==> config.mk <==
export PLATFORM = sky130hd
export DESIGN_NAME = roulette_spin_controller
export DESIGN_NICKNAME = d
export VERILOG_FILES = /design/src/rtl/roulette_pkg.sv /design/src/rtl/roulette_position_to_number.sv /design/src/rtl/roulette_spin_controller.sv
export SDC_FILE = /design/constraint.sdc
export NUM_CORES = 1
export LEC_CHECK = 0
export ABC_AREA = 1
export BUFFER_PORTS_ARGS = -buffer_cell sky130_fd_sc_hd__buf_4
export CAP_MARGIN = 30
export CORE_MARGIN = 2
export CORE_UTILIZATION = 40
export DETAILED_ROUTE_END_ITERATION = 7
export GPL_ROUTABILITY_DRIVEN = 0
export GPL_TIMING_DRIVEN = 0
export PLACE_DENSITY = 0.62
export SETUP_SLACK_MARGIN = 0.4
export SYNTH_ARGS = -nofsm -noshare
export SYNTH_HDL_FRONTEND = slang
export SYNTH_SLANG_ARGS = --single-unit
==> constraint.sdc <==
create_clock -name clk -period 6.35 [get_ports clk]
set_input_delay 1.27 -clock clk [delete_from_list [all_inputs] [get_ports clk]]
set_output_delay 1.27 -clock clk [all_outputs]
set_load 0.01 [all_outputs]
==> src/rtl/roulette_pkg.sv <==
// Shared constants and encodings for the roulette wheel controller.
// Holds the slot count, the "00" code, colour encodings and spin states.
package roulette_pkg;

  localparam int WHEEL_SLOTS      = 38;
  localparam int DOUBLE_ZERO_CODE = 37;

  typedef enum logic [1:0] {
    GREEN = 2'd0,
    RED   = 2'd1,
    BLACK = 2'd2
  } color_t;

  typedef enum logic [1:0] {
    IDLE  = 2'd0,
    SPIN  = 2'd1,
    DECEL = 2'd2,
    DONE  = 2'd3
  } spin_state_t;

endpackage

==> src/rtl/roulette_position_to_number.sv <==
// Combinational wheel table: slot index (American order) to printed number,
// colour and zero flags. Ports: position in; number/is_zero/is_double_zero/color out.
module roulette_position_to_number
  import roulette_pkg::*;
(
  input  logic [5:0] position,
  output logic [5:0] number,
  output logic       is_zero,
  output logic       is_double_zero,
  output logic [1:0] color
);

  always_comb begin
    number = 6'd0;
    unique case (position)
      6'd0:  number = 6'd0;
      6'd1:  number = 6'd28;
      6'd2:  number = 6'd9;
      6'd3:  number = 6'd26;
      6'd4:  number = 6'd30;
      6'd5:  number = 6'd11;
      6'd6:  number = 6'd7;
      6'd7:  number = 6'd20;
      6'd8:  number = 6'd32;
      6'd9:  number = 6'd17;
      6'd10: number = 6'd5;
      6'd11: number = 6'd22;
      6'd12: number = 6'd34;
      6'd13: number = 6'd15;
      6'd14: number = 6'd3;
      6'd15: number = 6'd24;
      6'd16: number = 6'd36;
      6'd17: number = 6'd13;
      6'd18: number = 6'd1;
      6'd19: number = 6'd37;
      6'd20: number = 6'd27;
      6'd21: number = 6'd10;
      6'd22: number = 6'd25;
      6'd23: number = 6'd29;
      6'd24: number = 6'd12;
      6'd25: number = 6'd8;
      6'd26: number = 6'd19;
      6'd27: number = 6'd31;
      6'd28: number = 6'd18;
      6'd29: number = 6'd6;
      6'd30: number = 6'd21;
      6'd31: number = 6'd33;
      6'd32: number = 6'd16;
      6'd33: number = 6'd4;
      6'd34: number = 6'd23;
      6'd35: number = 6'd35;
      6'd36: number = 6'd14;
      6'd37: number = 6'd2;
      default: number = 6'd0;
    endcase
  end

  always_comb begin
    color = BLACK;
    unique case (number)
      6'd0, 6'd37: color = GREEN;
      6'd1, 6'd3, 6'd5, 6'd7, 6'd9,
      6'd12, 6'd14, 6'd16, 6'd18,
      6'd19, 6'd21, 6'd23, 6'd25,
      6'd27, 6'd30, 6'd32, 6'd34,
      6'd36: color = RED;
      default: color = BLACK;
    endcase
  end

  assign is_zero        = (number == 6'd0);
  assign is_double_zero = (number == 6'(DOUBLE_ZERO_CODE));

endmodule

==> src/rtl/roulette_spin_controller.sv <==
// Roulette wheel pointer: spins at full speed, decelerates, stops at an LFSR-chosen slot.
// Ports: clk, reset, spin_start in; position, number, flags, color, busy, result_valid out.
module roulette_spin_controller
  import roulette_pkg::*;
#(
  parameter int          MIN_DELAY  = 4,
  parameter int          DELAY_INC  = 4,
  parameter int          MAX_DELAY  = 16,
  parameter int          BASE_STEPS = 76,
  parameter int          RAND_BITS  = 6,
  parameter logic [15:0] SEED       = 16'hACE1
) (
  input  logic       clk,
  input  logic       reset,
  input  logic       spin_start,
  output logic [5:0] position,
  output logic [5:0] number,
  output logic       is_zero,
  output logic       is_double_zero,
  output logic [1:0] color,
  output logic       busy,
  output logic       result_valid
);

  localparam int DW = $clog2(MAX_DELAY + DELAY_INC + 1);
  localparam int SW = $clog2(BASE_STEPS + (1 << RAND_BITS));

  spin_state_t   state;
  logic [15:0]   lfsr;
  logic [15:0]   lfsr_next;
  logic [DW-1:0] tick;
  logic [DW-1:0] delay;
  logic [DW-1:0] delay_next;
  logic [SW-1:0] steps_left;
  logic [SW-1:0] rand_add;
  logic [5:0]    pos_next;
  logic          step_now;

  // Right-shifting Galois form; taps B400 give a maximal-length sequence.
  assign lfsr_next = lfsr[0] ? ((lfsr >> 1) ^ 16'hB400) : (lfsr >> 1);

  generate
    if (RAND_BITS > 0) begin : g_rand
      assign rand_add = SW'(lfsr[RAND_BITS-1:0]);
    end else begin : g_norand
      assign rand_add = '0;
    end
  endgenerate

  assign pos_next   = (position == 6'(WHEEL_SLOTS - 1)) ? 6'd0 : position + 6'd1;
  assign step_now   = (tick == delay - DW'(1));
  assign delay_next = delay + DW'(DELAY_INC);

  always_ff @(posedge clk) begin
    if (reset) begin
      state        <= IDLE;
      position     <= 6'd0;
      busy         <= 1'b0;
      result_valid <= 1'b0;
      lfsr         <= SEED;
      tick         <= '0;
      delay        <= '0;
      steps_left   <= '0;
    end else begin
      lfsr         <= lfsr_next;
      result_valid <= 1'b0;
      unique case (state)
        IDLE, DONE: begin
          if (spin_start) begin
            state      <= SPIN;
            busy       <= 1'b1;
            steps_left <= SW'(BASE_STEPS) + rand_add;
            delay      <= DW'(MIN_DELAY);
            tick       <= '0;
          end
        end
        SPIN: begin
          if (step_now) begin
            position   <= pos_next;
            tick       <= '0;
            steps_left <= steps_left - SW'(1);
            if (steps_left == SW'(1)) begin
              state <= DECEL;
              delay <= DW'(MIN_DELAY + DELAY_INC);
            end
          end else begin
            tick <= tick + DW'(1);
          end
        end
        DECEL: begin
          if (step_now) begin
            position <= pos_next;
            tick     <= '0;
            // Stop on the step whose following delay would exceed the limit.
            if (delay_next > DW'(MAX_DELAY)) begin
              state        <= DONE;
              busy         <= 1'b0;
              result_valid <= 1'b1;
            end else begin
              delay <= delay_next;
            end
          end else begin
            tick <= tick + DW'(1);
          end
        end
        default: state <= IDLE;
      endcase
    end
  end

  roulette_position_to_number u_map (
    .position       (position),
    .number         (number),
    .is_zero        (is_zero),
    .is_double_zero (is_double_zero),
    .color          (color)
  );

endmodule

==> qor.json, run 1 <==
{
  "status": {"value": "complete, no violations"},
  "worstReg2RegEnd": {"value": "u_map.number[4]$_DFF_P_"},
  "cts_inserted_buffers": {"value": 5},
  "port_buffers": {"value": 20},
  "grt_pass1_vias": {"value": 2529},
  "dr_wl_met2": {"value": 3130, "unit": "um"},
  "maxCapViolCount": {"value": 0},
  "cts.hold.buffers_added": {"value": 0},
  "placed_cells": {"value": 551},
  "register_clock_pin_slew_on_the_reported_worst_setup_and_hold_paths": {"value": 100, "unit": "ps"},
  "final_nets": {"value": 483},
  "detailedPlace.worstSlack": {"value": 3460, "unit": "ps"},
  "regToRegStartpoint": {"value": "delay[2]$_SDFFE_PP0P_"},
  "hold_path_depth": {"value": 2},
  "peakVddDrop": {"value": 0.169, "unit": "mV"},
  "place.detailed.hpwl": {"value": 4830, "unit": "um"},
  "cts.sink_count": {"value": 48},
  "detail_route.iter0.violations": {"value": 128},
  "final_min_period_over_clock_period": {"value": 0.471},
  "diodes": {"value": 0},
  "initial_antenna_violation_count": {"value": 0},
  "dieArea": {"value": 8330, "unit": "um^2"},
  "layout.cell_area.non_filler": {"value": 3440, "unit": "um^2"},
  "grt_overflow": {"value": 0},
  "layout_setup_ws": {"value": 3360, "unit": "ps"},
  "grt_start_max_net_pins": {"value": 17},
  "timing.final.hold_violations": {"value": 0},
  "core-area": {"value": 7330, "unit": "um^2"},
  "fmax": {"value": 334, "unit": "MHz"},
  "fp.dieH": {"value": 91.3, "unit": "um"},
  "worstMarginPinSlew": {"value": 598, "unit": "ps"},
  "top_layer_used": {"value": "met4"},
  "grt_first_pass_wirelength": {"value": 11400, "unit": "um"},
  "worst_setup_path_startpoint": {"value": "u_map.number[0]$_DFF_P_"},
  "critical_path_class": {"value": "reg2out"},
  "vias": {"value": 2770},
  "io_pins": {"value": 21},
  "finalWirelength": {"value": 6570, "unit": "um"},
  "post-cts-setup-buffers": {"value": 0},
  "clock_insertion_delay_worst_skew": {"value": 310, "unit": "ps"},
  "post-synth-top-area-fraction": {"value": 0.315},
  "slew_headroom": {"value": 0.601},
  "whs_endpoint": {"value": "lfsr[8]$_SDFF_PP0_"},
  "cts_tree": {"value": "built"},
  "synth_top_cells_by_area": {"value": "dfxtp_1, nand2_1, ha_1"},
  "cts_max_path_buffers": {"value": 2},
  "ctsResizeCount": {"value": 0},
  "worst-r2r-setup-slack": {"value": 3600, "unit": "ps"},
  "timing.final.max_slew_violations": {"value": 0},
  "rsz_0062_raised_after_global_routing": {"value": "false"},
  "die_width": {"value": 91.3, "unit": "um"},
  "cts.htree.levels": {"value": 2},
  "hold_slack": {"value": 409, "unit": "ps"},
  "cts_root_buffer": {"value": "clkbuf_8"},
  "worst_ep_required_time": {"value": 5080, "unit": "ps"},
  "pwr_density": {"value": 322, "unit": "nW/um^2"},
  "post_synth_inst_count": {"value": 432},
  "cp_common_cell": {"value": "o21ai_0"},
  "ys_types": {"value": 41},
  "wl_met1": {"value": 3120, "unit": "um"},
  "startpoint_type": {"value": "flop"},
  "p_leak": {"value": 1.65, "unit": "nW"},
  "drt_drc_violations_left": {"value": 0},
  "r2r.worst_path.cells": {"value": 19},
  "fraction_of_the_yosys_area_taken_by_sequential_cells": {"value": 0.315},
  "crit_fanout": {"value": 6},
  "route.antenna.remaining_nets": {"value": 0},
  "drive_above_1_share": {"value": 0.167},
  "area_delta_synth_final": {"value": 12.8, "unit": "%"},
  "critPathCaptureType": {"value": "output pin"},
  "synth-seq-cells": {"value": 48},
  "first_pass_iters": {"value": 4},
  "total_negative_setup_slacks": {"value": 0, "unit": "ps"},
  "yosys_most_used_dff": {"value": "dfxtp_1"},
  "place_area": {"value": 3320, "unit": "um^2"},
  "critPathSlowestCell": {"value": "dfxtp_1"},
  "layout.core_utilization": {"value": 0.469},
  "pnr_total_power": {"value": 1.11, "unit": "mW"},
  "synth-edff-count": {"value": 0},
  "vias_per_cell": {"value": 4.96},
  "route.detailed.wl_per_inst": {"value": 11.7, "unit": "um"},
  "final-instance-count-excl-fill": {"value": 559},
  "holdCritPathClass": {"value": "reg2reg"},
  "timing.critical_path.cells": {"value": "inv_1 -> nor2_1 -> a21oi_1 -> o21ai_0 -> o21ai_0 -> a32o_1 -> buf_4"},
  "fin_worst_skew": {"value": 3.50, "unit": "ps"},
  "syn_avg_cell_area": {"value": 7.05, "unit": "um^2"},
  "row_count": {"value": 31},
  "synthesis.area": {"value": 3050, "unit": "um^2"},
  "synth.top_cells.by_count": {"value": "nand2_1, inv_1, dfxtp_1"},
  "report.final.setup_viol": {"value": 0},
  "yosysTopAreaCell": {"value": "dfxtp_1"},
  "total_routing_resource_utilization_after_global_routing": {"value": 0.166},
  "initial_core_util": {"value": 0.416},
  "min_period": {"value": 2990, "unit": "ps"},
  "wl_met3": {"value": 245, "unit": "um"},
  "async_flop_share": {"value": 0},
  "synth.net_count": {"value": 456},
  "synth-warning-count": {"value": 0},
  "critical-path-max-stage-delay": {"value": 440, "unit": "ps"},
  "hp-start": {"value": "lfsr[9]$_SDFF_PP0_"},
  "top_count_cell_post_synth": {"value": "nand2_1"},
  "arrival": {"value": 1720, "unit": "ps"}
}
==> cell usage in the layout, fill, tap and decap left out, types with 2 or more instances in the layout <==
master,instances
nand2_1,99
inv_1,51
dfxtp_1,48
nand3_1,46
nor2_1,34
o21ai_0,22
a21oi_1,21
ha_1,21
buf_4,20
inv_2,9
or2_2,8
xor2_1,6
clkbuf_1,6
a31oi_1,5
clkbuf_8,5
nand3_2,4
nor2_4,4
nand2_2,4
nor3_1,4
nand2_4,3
o21ai_2,3
nand4_1,3
a211oi_1,3
nand3_4,2
buf_6,2
o21a_1,2
nor2_2,2
buf_2,2
nand3b_1,2
xnor2_1,2
o31ai_1,2
clkinv_4,2
==> power breakdown <==
group / internal (mW) / total [mW] / switching (mW)
combinational: 0.164 / 0.474 / 0.310
sequential: 0.357 / 0.399 / 0.0417
clock: 0.119 / 0.234 / 0.115
total: 0.640 / 1.11 / 0.467
==> cell families (layout without fill, tap and decap cells) <==
kind of cell,count (synthesis),count (layout),synth area share
adder cells (fa/ha/maj),21,21,0.0862
AND/OR/NAND/NOR,219,219,0.354
XOR/XNOR,8,8,0.0230
flip-flops,48,48,0.315
buffers and inverters,71,99,0.0936
AO/OA/AOI/OAI,65,65,0.127
==> state kept, by name (all words and copies together), names as in the netlist <==
| register | count |
|---|---|
| result_valid | 1 |
| busy | 1 |
| lfsr | 16 |
| position | 6 |
| delay | 3 |
| steps_left | 8 |
| state | 2 |
| u_map.number | 6 |
| tick | 5 |
==> how the worst max path moves through the flow <==
| stage | to | slack (ps) | cells past startpoint |
|---|---|---|---|
| floorplan | u_map.number[5]$_DFF_P_ | 3870 | 10 |
| global placement | u_map.number[2]$_DFF_P_ | 3450 | 11 |
| detailed placement | u_map.number[5]$_DFF_P_ | 3460 | 11 |
| CTS | color[0] | 3370 | 7 |
| global route | color[0] | 3210 | 7 |
| finish | color[0] | 3360 | 7 |
==> critical path: cells and delay by family (launching register included) <==
kind / cells / cell delay [ps]
AOI/OAI and AO/OA: 4 / 620
buffers and inverters: 2 / 200
DFF: 1 / 440
and+or+nand+nor: 1 / 150
==> layer usage <==
layer	GRT usage	up-vias
met2	0.285	55
met5	0	-
met1	0.210	1252
li1	-	1458
met4	0.0543	0
met3	0.0299	5
==> layout make-up <==
| class | count | area, um^2 |
|---|---|---|
| plain buffers | 10 | 55.1 |
| fillers | 735 | 3890 |
| flip-flops and latches | 48 | 961 |
| well taps | 99 | 124 |
| clock inverters | 3 | 47.5 |
| inverters | 61 | 230 |
| repair buffers | 20 | 150 |
| multi-input cells | 313 | 1800 |
| clock buffers | 5 | 68.8 |
No activity file was read; power rests on OpenSTA's default activity.
==> inputs of run 2 (changes only) <==
clock period = 2.9 ns   (was 6.35 ns; I/O delays follow)
==> run 2 against run 1 <==
  * Clock skew about the same
  * Flip-flop and latch count unchanged
  * Core utilization increased by 1.5 points
  * Final cell count increased by 1.3%
  * Non-clock buffer count increased by 7
  * Combinational power increased by 130%
  * Worst setup slack got worse by 2800 ps
  * Die area unchanged
  * Worst hold slack about the same
  * Largest power group unchanged
==> qor.json, run 2 (synthesis gave the netlist of run 1 again) <==
{
  "regToRegStartpoint": {"value": "delay[2]$_SDFFE_PP0P_"},
  "detail_route.iter0.violations": {"value": 180},
  "reg_top3": {"value": "lfsr: 16 flops, steps_left: 8 flops"},
  "timing.final.hold_violations": {"value": 0},
  "timing.final.max_slew_violations": {"value": 0},
  "cts.sink_count": {"value": 48},
  "row_count": {"value": 31},
  "first_pass_iters": {"value": 4},
  "hold_path_depth": {"value": 2},
  "maxCapViolCount": {"value": 0},
  "diodes": {"value": 0},
  "r2r.worst_path.cells": {"value": 17},
  "worstMarginPinSlew": {"value": 599, "unit": "ps"},
  "drive_above_1_share": {"value": 0.206},
  "grt_start_max_net_pins": {"value": 17},
  "grt_overflow": {"value": 0},
  "holdCritPathClass": {"value": "reg2reg"},
  "vias_per_cell": {"value": 5.02},
  "initial_antenna_violation_count": {"value": 0},
  "pnr_total_power": {"value": 2.49, "unit": "mW"},
  "fmax": {"value": 424, "unit": "MHz"},
  "place_area": {"value": 3320, "unit": "um^2"},
  "critPathCaptureType": {"value": "flop"},
  "fp.dieH": {"value": 91.3, "unit": "um"},
  "total_negative_setup_slacks": {"value": 0, "unit": "ps"},
  "total_routing_resource_utilization_after_global_routing": {"value": 0.169},
  "drt_drc_violations_left": {"value": 0},
  "port_buffers": {"value": 20},
  "startpoint_type": {"value": "flop"},
  "leading_cell_type_in_the_layout_fill_and_taps_excluded": {"value": "nand2_1"},
  "min_period": {"value": 2360, "unit": "ps"},
  "area_delta_synth_final": {"value": 16.5, "unit": "%"},
  "route.antenna.remaining_nets": {"value": 0},
  "cp_common_cell": {"value": "nand2_1"},
  "cts_inserted_buffers": {"value": 5},
  "cts.hold.buffers_added": {"value": 0},
  "cts.htree.levels": {"value": 2},
  "vias": {"value": 2840},
  "n_fill_cell": {"value": 726},
  "critical-path-top-delay-family": {"value": "simple AND/OR/NAND/NOR gates"},
  "pwr_density": {"value": 702, "unit": "nW/um^2"},
  "layout.cell_area.non_filler": {"value": 3550, "unit": "um^2"},
  "rsz_0062_raised_after_global_routing": {"value": "true"},
  "final_min_period_over_clock_period": {"value": 0.813},
  "grt_first_pass_wirelength": {"value": 11600, "unit": "um"},
  "place.detailed.hpwl": {"value": 4830, "unit": "um"},
  "p_leak": {"value": 1.69, "unit": "nW"},
  "cts_max_path_buffers": {"value": 2},
  "grt_pass1_vias": {"value": 2567},
  "slew_headroom": {"value": 0.601},
  "die_width": {"value": 91.3, "unit": "um"},
  "core-area": {"value": 7330, "unit": "um^2"},
  "arrival": {"value": 2580, "unit": "ps"},
  "most-common-layout-cells": {"value": "nand2_1, inv_1, nand3_1, dfxtp_1, nor2_1"},
  "cts_root_buffer": {"value": "clkbuf_8"},
  "clock_insertion_delay_worst_skew": {"value": 320, "unit": "ps"},
  "critical_path_class": {"value": "reg2reg"},
  "largest_register_ff_count": {"value": 16},
  "route.detailed.wl_per_inst": {"value": 12.1, "unit": "um"},
  "multi_input_area": {"value": 1850, "unit": "um^2"},
  "initial_core_util": {"value": 0.416},
  "io_pins": {"value": 21},
  "fin_worst_skew": {"value": 3.95, "unit": "ps"},
  "path_depth": {"value": 17},
  "seqCellArea": {"value": 966, "unit": "um^2"},
  "report.final.setup_viol": {"value": 0},
  "dieArea": {"value": 8330, "unit": "um^2"},
  "regMostFlops": {"value": "lfsr"},
  "register_clock_pin_slew_on_the_reported_worst_setup_and_hold_paths": {"value": 100, "unit": "ps"},
  "critical-path-max-stage-delay": {"value": 380, "unit": "ps"},
  "final_nets": {"value": 490},
  "worst_ep_required_time": {"value": 3120, "unit": "ps"},
  "crit_fanout": {"value": 6},
  "timing.critical_path.cells": {"value": "inv_2 -> ha_4 -> inv_2 -> nand2_1 -> nand2_1 -> nor2_4 -> nand3_4 -> o21ai_2 -> nand2_4 -> ha_4 -> inv_1 -> nand2_1 -> nand2_1 -> nand2_1 -> nand3_1 -> nand3_1 -> nand2_1"},
  "hp-start": {"value": "lfsr[9]$_SDFF_PP0_"},
  "path_buf_inv": {"value": 3},
  "cts_tree": {"value": "built"},
  "critPathSlowestCell": {"value": "dfxtp_4"},
  "status": {"value": "complete, no violations"},
  "finalWirelength": {"value": 6850, "unit": "um"},
  "worst_setup_path_startpoint": {"value": "delay[2]$_SDFFE_PP0P_"},
  "peakVddDrop": {"value": 0.369, "unit": "mV"}
}
==> run 2: changes by cell type in the layout (fill, tap and decap cells not counted), sizes merged <==
cell,previous run,this run
buf,24,31
==> run 2: area by class of cell <==
class                   count  area share
repair buffers             27      0.0571
clock buffers               5      0.0194
plain buffers              10      0.0155
multi-input cells         313       0.522
flip-flops and latches     48       0.272
clock inverters             3      0.0134
well taps                  99      0.0349
inverters                  61      0.0656
==> run 2: worst reg2reg max path: stages (launching register included) <==
cell,delay (ps)
dfxtp_4,380
inv_2,60
ha_4,270
inv_2,40
nand2_1,50
nand2_1,70
nor2_4,170
nand3_4,140
o21ai_2,200
nand2_4,120
ha_4,310
inv_1,40
nand2_1,100
nand2_1,60
nand2_1,50
nand3_1,70
nand3_1,80
nand2_1,50
==> run 2: power by group <==
| group | internal (mW) | switching, mW |
|---|---|---|
| Clock | 0.260 | 0.257 |
| Combinational | 0.396 | 0.700 |
| Sequential | 0.787 | 0.0920 |
| Total | 1.44 | 1.05 |
==> run 2: routing by layer <==
| metal | up-vias | part of all wire | global-route usage |
|---|---|---|---|
| li1 | 1473 | - | - |
| met1 | 1291 | 0.47 | 0.215 |
| met2 | 64 | 0.47 | 0.288 |
| met3 | 12 | 0.041 | 0.0274 |
| met4 | 0 | 0.020 | 0.0593 |
| met5 | - | 0 | 0 |
==> run 2: what timing repair did <==
item | CTS | global route
setup endpoints to repair | 6 | 6
resized for setup | 6 | 11
pin swaps | 1 | 4
setup buffers | 2 | 5
==> run 2: path summary, 6_finish.rpt <==
path         slack [ps]                       to
max                 540  u_map.number[2]$_DFF_P_
min                 410       lfsr[8]$_SDFF_PP0_
max reg2reg         540  u_map.number[2]$_DFF_P_
min reg2reg         410       lfsr[8]$_SDFF_PP0_
==> run 2: metrics by stage <==
step	worst slack, ps	hold WS [ps]	cells	util
5_1_grt	377	429	566	0.484
3_3_place_gp	169	391	551	0.453
4_1_cts	404	410	561	0.475
2_1_floorplan	537	388	432	-
6_report	542	409	566	0.484
3_5_place_dp	182	393	551	0.453
